--- src/rtl/ikaopll_pkg.sv ---
// Shared constants, frame-state encoding and sign-extension helpers for the OPLL output path.
package ikaopll_pkg;

  localparam int unsigned OP_W      = 9;
  localparam int unsigned ACC_W     = 13;
  localparam int unsigned MIX_W     = 16;
  localparam int unsigned FRAME_LEN = 18;
  localparam int unsigned CNT_W     = 5;

  typedef enum logic [1:0] {IDLE, ARMED, RUN} frame_state_e;

  function automatic logic [ACC_W-1:0] sext_op(input logic [OP_W-1:0] op);
    return {{(ACC_W-OP_W){op[OP_W-1]}}, op};
  endfunction

  function automatic logic [MIX_W-1:0] sext_acc(input logic [ACC_W-1:0] acc);
    return {{(MIX_W-ACC_W){acc[ACC_W-1]}}, acc};
  endfunction

endpackage

--- src/rtl/ikaopll_frame_checker.sv ---
// Tracks phi1 ticks between cycle-00 markers, sequences IDLE/ARMED/RUN and flags bad frame lengths.
module ikaopll_frame_checker
  import ikaopll_pkg::*;
(
  input  logic i_EMUCLK,
  input  logic i_IC_n,
  input  logic i_phi1_NCEN_n,
  input  logic i_CYCLE_00,
  output logic close_c,
  output logic smpl_ok_c,
  output logic frame_err
);

  localparam logic [CNT_W-1:0] CNT_MAX  = CNT_W'(31);
  localparam logic [CNT_W-1:0] CNT_GOOD = CNT_W'(FRAME_LEN - 1);

  frame_state_e     state;
  logic [CNT_W-1:0] tick_cnt;
  logic             tick_c;
  logic             len_ok_c;

  assign tick_c    = ~i_phi1_NCEN_n;
  assign close_c   = tick_c & i_CYCLE_00;
  assign len_ok_c  = (tick_cnt == CNT_GOOD);
  assign smpl_ok_c = close_c & (state != IDLE) & len_ok_c;

  // The first close after reset only aligns to the frame; later closes are length-checked.
  always_ff @(posedge i_EMUCLK or negedge i_IC_n) begin
    if (!i_IC_n) begin
      state     <= IDLE;
      tick_cnt  <= '0;
      frame_err <= 1'b0;
    end else if (tick_c) begin
      if (i_CYCLE_00) begin
        tick_cnt <= '0;
        case (state)
          IDLE: state <= ARMED;
          default: begin
            if (len_ok_c) begin
              state <= RUN;
            end else begin
              state     <= ARMED;
              frame_err <= 1'b1;
            end
          end
        endcase
      end else if (tick_cnt != CNT_MAX) begin
        tick_cnt <= tick_cnt + CNT_W'(1);
      end
    end
  end

endmodule

--- src/rtl/ikaopll_output_accumulator.sv ---
// Per-frame melody/rhythm accumulation and mixed sample output for the OPLL emulator audio path.
// IKAOPLL_RHYTHM_BOOST_EN: when defined, rhythm is weighted x2 in o_MIX (o_MO/o_RO unaffected).
module ikaopll_output_accumulator
  import ikaopll_pkg::*;
(
  input  logic                    i_EMUCLK,
  input  logic                    i_IC_n,
  input  logic                    i_phi1_NCEN_n,
  input  logic                    i_CYCLE_00,
  input  logic                    i_MO_CTRL,
  input  logic                    i_RO_CTRL,
  input  logic signed [OP_W-1:0]  i_OP_OUT,
  output logic signed [ACC_W-1:0] o_MO,
  output logic signed [ACC_W-1:0] o_RO,
  output logic signed [MIX_W-1:0] o_MIX,
  output logic                    o_SMPL_VALID,
  output logic                    o_FRAME_ERR
);

  logic             tick_c;
  logic             close_c;
  logic             smpl_ok_c;
  logic [ACC_W-1:0] acc_m;
  logic [ACC_W-1:0] acc_r;
  logic [ACC_W-1:0] add_m_c;
  logic [ACC_W-1:0] add_r_c;
  logic [ACC_W-1:0] sum_m_c;
  logic [ACC_W-1:0] sum_r_c;
  logic [MIX_W-1:0] rhy_c;
  logic [MIX_W-1:0] mix_c;

  ikaopll_frame_checker u_frame_checker (
    .i_EMUCLK      (i_EMUCLK),
    .i_IC_n        (i_IC_n),
    .i_phi1_NCEN_n (i_phi1_NCEN_n),
    .i_CYCLE_00    (i_CYCLE_00),
    .close_c       (close_c),
    .smpl_ok_c     (smpl_ok_c),
    .frame_err     (o_FRAME_ERR)
  );

  assign tick_c  = ~i_phi1_NCEN_n;
  assign add_m_c = i_MO_CTRL ? sext_op(i_OP_OUT) : '0;
  assign add_r_c = i_RO_CTRL ? sext_op(i_OP_OUT) : '0;
  assign sum_m_c = acc_m + add_m_c;
  assign sum_r_c = acc_r + add_r_c;

`ifdef IKAOPLL_RHYTHM_BOOST_EN
  assign rhy_c = sext_acc(sum_r_c) << 1;
`else
  assign rhy_c = sext_acc(sum_r_c);
`endif

  assign mix_c = sext_acc(sum_m_c) + rhy_c;

  // Closing slot's own contribution belongs to the frame being closed.
  always_ff @(posedge i_EMUCLK or negedge i_IC_n) begin
    if (!i_IC_n) begin
      acc_m        <= '0;
      acc_r        <= '0;
      o_MO         <= '0;
      o_RO         <= '0;
      o_MIX        <= '0;
      o_SMPL_VALID <= 1'b0;
    end else if (tick_c) begin
      o_SMPL_VALID <= smpl_ok_c;
      if (close_c) begin
        o_MO  <= sum_m_c;
        o_RO  <= sum_r_c;
        o_MIX <= mix_c;
        acc_m <= '0;
        acc_r <= '0;
      end else begin
        acc_m <= sum_m_c;
        acc_r <= sum_r_c;
      end
    end
  end

endmodule
--- config.mk ---
export PLATFORM = sky130hd
export DESIGN_NAME = ikaopll_output_accumulator
export DESIGN_NICKNAME = d
export VERILOG_FILES = /design/src/rtl/ikaopll_pkg.sv /design/src/rtl/ikaopll_frame_checker.sv /design/src/rtl/ikaopll_output_accumulator.sv
export SDC_FILE = /design/constraint.sdc
export NUM_CORES = 1
export LEC_CHECK = 0
export ABC_CLOCK_PERIOD_IN_PS = 4200
export BUFFER_PORTS_ARGS = -buffer_cell sky130_fd_sc_hd__buf_2
export CORE_MARGIN = 2
export CORE_UTILIZATION = 59
export DETAILED_ROUTE_END_ITERATION = 16
export PLACE_DENSITY = 0.92
export SYNTH_ARGS = -nofsm -noshare
export SYNTH_HDL_FRONTEND = slang
export SYNTH_HIERARCHICAL = 1
export SYNTH_SLANG_ARGS = --single-unit
--- constraint.sdc ---
create_clock -name i_EMUCLK -period 4.2 [get_ports i_EMUCLK]
set_input_delay 0.42 -clock i_EMUCLK [delete_from_list [all_inputs] [get_ports i_EMUCLK]]
set_output_delay 0.42 -clock i_EMUCLK [all_outputs]
set_load 0.02 [all_outputs]
== Word-level counts from Yosys, hierarchy flattened ==
Index checks and enable logic that the tools add are counted.

* Input bits: 15
* Bits in latches: 0
* Bits in registers: 77
* Memories: 0
* Word-level logic and storage cells: 36
* Output and inout port bits: 44
* ROM bits: 0
* Memory bits (writable): 0

* Shift-type cells: 0
* Divide/modulo/power cells: 0
* Muxes and demuxes: 8
* Add/subtract/negate cells: 4
* Multipliers: 0
* Bitwise logic cells: 6
* Equal/unequal tests: 2
* Reduce and logical (&&, ||, !) cells: 7
* Order comparisons: 0

{| class="wikitable"
|+ Operators by type and width
! kind !! number
|-
| 13-bit 2-to-1 mux || 4
|-
| 13-bit adder || 2
|-
| 13-bit by 13-bit adder with 14-bit output || 1
|-
| 5-bit 2-to-1 mux || 2
|-
| 2-bit AND reduction || 3
|-
| 5-bit by 1-bit adder with 5-bit output (second input constant) || 1
|-
| 5-bit equality test (second input constant) || 1
|-
| 5-bit inequality test (second input constant) || 1
|-
| 2-bit 2-to-1 mux || 2
|-
| 4-bit AND reduction || 1
|-
| 2-bit nonzero test || 2
|-
| 1-bit bitwise AND || 3
|-
| 1-bit NOT || 3
|-
| 2-bit zero test || 1
|}

== Logic depth before layout (Yosys ltp) ==
* Word-level depth: 4
* Mapped depth: 17
* Depth with buffers taken out: 17

== Hierarchy ==
Netlist, hierarchy kept.

{| class="wikitable"
|+ By module, submodules not included
! module !! seq. area each (um^2) !! times used !! cells an instance !! area an instance (um^2)
|-
| ikaopll_output_accumulator || 1676.6 || 1 || 411 || 4195.3
|-
| ikaopll_frame_checker || 200.2 || 1 || 45 || 465.4
|}

== Worst setup path before layout ==
No wires, ideal clock.

* Path type: in2reg
* Start: input i_OP_OUT[0]
* End: register o_MIX[12]
* Slack: 0.817 ns
* Cell stages on the path: 16
* Buffers on the path: 0
* Arrival time: 3.313 ns
* Library setup time: 0.070 ns
* Data required time: 4.130 ns
* Cells stage by stage: and2_1 > ha_1 > inv_1 > fa_1 > nand3b_1 > a21oi_1 > nor2_1 > a211o_1 > o21ai_0 > a21oi_1 > xnor2_1 > xor2_1 > ha_1 > nand2b_1 > a2111oi_0 > nand3b_1

* Word-level cells in the longest chain between the ends: 3
* Elaborated cells between the ends (all ways): 5
* Classes of those cells: add/sub (3); mux (2)

{| class="wikitable"
|+ Ends and longest elaborated chain
! what !! RTL line !! text
|-
| from (decl) || ikaopll_output_accumulator.sv:12 || <nowiki>input logic signed [OP_W-1:0] i_OP_OUT,</nowiki>
|-
| 13-bit 2-to-1 mux || ikaopll_output_accumulator.sv:43 || <nowiki>assign add_m_c = i_MO_CTRL ? sext_op(i_OP_OUT) : '0;</nowiki>
|-
| 13-bit adder || ikaopll_output_accumulator.sv:45 || <nowiki>assign sum_m_c = acc_m + add_m_c;</nowiki>
|-
| net sum_m_c[12] || ikaopll_output_accumulator.sv:27 || <nowiki>logic [ACC_W-1:0] sum_m_c;</nowiki>
|-
| 13-bit by 13-bit adder with 14-bit output || ikaopll_output_accumulator.sv:54 || <nowiki>assign mix_c = sext_acc(sum_m_c) + rhy_c;</nowiki>
|-
| to (signal assigned) || ikaopll_output_accumulator.sv:70 || <nowiki>o_MIX <= mix_c;</nowiki>
|-
| to (decl) || ikaopll_output_accumulator.sv:15 || <nowiki>output logic signed [MIX_W-1:0] o_MIX,</nowiki>
|}

The timed path passes the listed nets, and every way through them passes these cells.
A chain may end at the register's enable or synchronous reset.

== Worst setup path after layout ==
* Start: register acc_r[0]
* End: register o_MIX[12]

* Word-level cells in the longest chain between the ends: 2

{| class="wikitable"
|+ Ends and longest elaborated chain
! what !! RTL line !! text
|-
| from (decl) || ikaopll_output_accumulator.sv:24 || <nowiki>logic [ACC_W-1:0] acc_r;</nowiki>
|-
| from (signal assigned) || ikaopll_output_accumulator.sv:75 || <nowiki>acc_r <= sum_r_c;</nowiki>
|-
| 13-bit adder || ikaopll_output_accumulator.sv:46 || <nowiki>assign sum_r_c = acc_r + add_r_c;</nowiki>
|-
| net sum_r_c[2] || ikaopll_output_accumulator.sv:28 || <nowiki>logic [ACC_W-1:0] sum_r_c;</nowiki>
|-
| 13-bit by 13-bit adder with 14-bit output || ikaopll_output_accumulator.sv:54 ||
|}

The timed path passes the listed nets, and every way through them passes these cells.

==> metrics.yaml <==
avgSynthCellArea_um2: 10.2
clock_sinks: 75
drt.antenna.violating_nets: 0
timing.hold.worst.class: "in -> async"
nets: 571
power_density_nw_per_um2: 797
pin_count: 59
area_delta_synth_final_pct: 12.8
crit_fanout: 3
rsz0062_at_grt: "false"
endpoint_kind: "register"
drive_gt1_share_pct: 22.3
drc_errors: 0
final-setup-viol-count: 0
rows: 32
antenna_found_initial: 0
htreeDepth: 3
leakage_nw: 2.56
arrival_ns: 3.92
die_area_um2: 8630
r2r-start: "acc_r[0]"
startpoint: "acc_r[0]"
slew_headroom_pct: 34.0
cp_slowest_cell: "xnor2_1"
post_cts_resized: 0
cts-root-buf: "clkbuf_8"
required_ns: 4.43
skew_ns: 0.00727
path_class: "reg -> reg"
startpoint_type: "register"
route.vias.total: 3723
synth_nets: 514
critPathMaxStageDelay_ns: 0.53
io_buffers: 58
cts_buffers: 9
synthArstFlopShare_pct: 100
syn_inst: 456
synth_largest_area_cell: "dfrtp_1"
start_util_pct: 60.6
grt.total_usage_pct: 25.0
cts_hold_buf: 0
syn_area_um2: 4660
worst_slew_pin_slew_ns: 0.989
place_hpwl_mm: 7.38
ys_ff_latch: 75
cpMostUsedCell: "ha_1"
fp.dieW_um: 92.9
die_height_um: 92.9
yosysWarnings: 6
reg2reg_depth: 14
rr_endpoint: "o_MIX[12]"
status: "complete, no violations"
hold_slack_ns: 0.187
globalRouteOverflowTotal: 0
drtPass1Iterations: 5
antenna_cells: 0
reg2reg_setup_slack_ns: 0.51
fin_crit_sh_pct: 87.9
grt_pass1_vias: 3550
synth_edf_count: 0
ys.flop_type: "dfrtp_1"
clock_latency_ns: 0.35
via_per_inst: 6.02
hold_violations: 0
ys_seq_area_share_pct: 40.3
fmax_mhz: 271
clkTransAtPathRegs_ns: 0.08
ys_top_cells_by_area: "dfrtp_1 (40%), ha_1 (11%), mux2_2 (5.8%)"
netlist.area_leader.share_pct: 40.3
cts_tree: "built"
core-area_um2: 7690
clk_path_buf_depth: 2
crit_chain: "ha_1, inv_1, fa_1, xnor2_1, ha_1, nor2b_1, o21ai_0, nand2b_1, a211oi_1, o21bai_1, a21o_1, a311oi_1, a2111oi_0, nand3b_1"
grt_max_degree: 76
ir_drop_v: 0.000309
drv_slew: 0
routedWlPerCell_um: 16.7
cap_violations: 0
place.gp.congestion: 1.00
totalNegativeSetupSlack_ns: 0
fill_cells: 596
dr.first_iter.drc_count: 197
grt_pass1_wl_mm: 16.9
synth_cell_type_count: 57
post-route-min-period_ns: 3.69
post_cts_buffers: 0
drt_wl_total_mm: 10.3
[routing by layer]
| metal | vias up | part of all wire [%] | track usage (%) |
|---|---|---|---|
| li1 | 1746 | - | - |
| met1 | 1788 | 44 | 33.7 |
| met2 | 158 | 47 | 40.3 |
| met3 | 31 | 7.1 | 4.48 |
| met4 | 0 | 2.8 | 9.93 |
| met5 | - | 0 | 0 |
[metrics by stage]
step | power (W) | cells | utilization (%) | setup slack [ns] | area, µm²
3_3_place_gp | 0.00341 | 604 | 65.6 | 0.430 | 5040
5_1_grt | 0.00448 | 618 | 68.4 | 0.158 | 5260
4_1_cts | 0.00418 | 618 | 68.4 | 0.529 | 5260
2_1_floorplan | 0.00294 | 456 | - | 0.817 | 4660
6_report | 0.00419 | 618 | 68.4 | 0.508 | 5260
3_5_place_dp | 0.00353 | 604 | 65.6 | 0.257 | 5040
[cell usage in the layout (no fill, tap or decap), drive strengths merged, types with 3 or more instances in the layout]
master and instances:
a2111oi 3, a211oi 6, a21o 7, a21oi 24
a22o 19, a31oi 3, and2 16, buf 62
clkbuf 10, dfrtp 75, fa 3, ha 40
inv 22, mux2 24, mux2i 3, nand2 37
nand2b 7, nand3b 3, nor2 24, nor2b 4
nor3 8, nor3b 4, o211ai 4, o21a 5
o21ai 38, o21bai 5, o31ai 3, xnor2 23
xor2 10
[layout make-up]
type / count / area [µm²] / share of cell area [%]
clock buffer: 10 / 138 / 2.62
clock inverter: 4 / 76.3 / 1.45
inverter: 22 / 82.6 / 1.57
multi-input combinational: 343 / 2640 / 50.1
sequential: 75 / 1880 / 35.7
tap: 102 / 128 / 2.43
timing repair buffer: 62 / 323 / 6.14
[cell families after synthesis]
| family | after synthesis | share of synthesized area [%] |
|---|---|---|
| compound gates | 126 | 17.9 |
| xor+xnor | 33 | 6.93 |
| simple gates | 114 | 13.2 |
| buf+inv | 38 | 3.25 |
| flops | 75 | 40.3 |
| mux | 27 | 6.44 |
| fa+ha+maj | 43 | 12.0 |
[worst max-delay path: cells and delay by family (launching register included)]
kind	cells	cell delay, ns
AND/OR/NAND/NOR	3	0.47
adder cells (fa/ha/maj)	3	1.02
AO/OA/AOI/OAI	6	1.10
flip-flops	1	0.37
buffers and inverters	1	0.06
XOR/XNOR	1	0.53
[cell usage after synthesis (all sizes together), types with 4 or more instances]
cell type,n
dfrtp,75
ha,40
o21ai,38
nand2,37
a21oi,24
mux2,24
nor2,24
xnor2,23
inv,22
a22o,19
and2,16
clkbuf,13
xor2,10
nor3,8
a21o,7
nand2b,7
a211oi,6
o21a,5
o21bai,5
nor2b,4
nor3b,4
o211ai,4
[report_power, final]
part           total, W  switching (W)  internal (W)
sequential      0.00118       0.000171       0.00101
clock          0.000619       0.000274      0.000345
combinational   0.00239        0.00139       0.00100
[state kept, by name (all words and copies together), names as in the netlist]
name,flops
acc_m,13
o_SMPL_VALID,1
o_RO,13
u_frame_checker/tick_cnt,5
o_MO,13
u_frame_checker/state,2
o_MIX,14
u_frame_checker/frame_err,1
acc_r,13
[worst max-delay path by stage]
| stage | end | slack, ns | cells after the start |
|---|---|---|---|
| floorplan | o_MIX[12] | 0.82 | 16 |
| global placement | o_MIX[12] | 0.43 | 17 |
| detailed placement | o_MIX[12] | 0.26 | 17 |
| CTS | o_MIX[12] | 0.53 | 14 |
| global route | o_MIX[12] | 0.16 | 15 |
| finish | o_MIX[12] | 0.51 | 14 |
(Power assumes the default switching activity.)
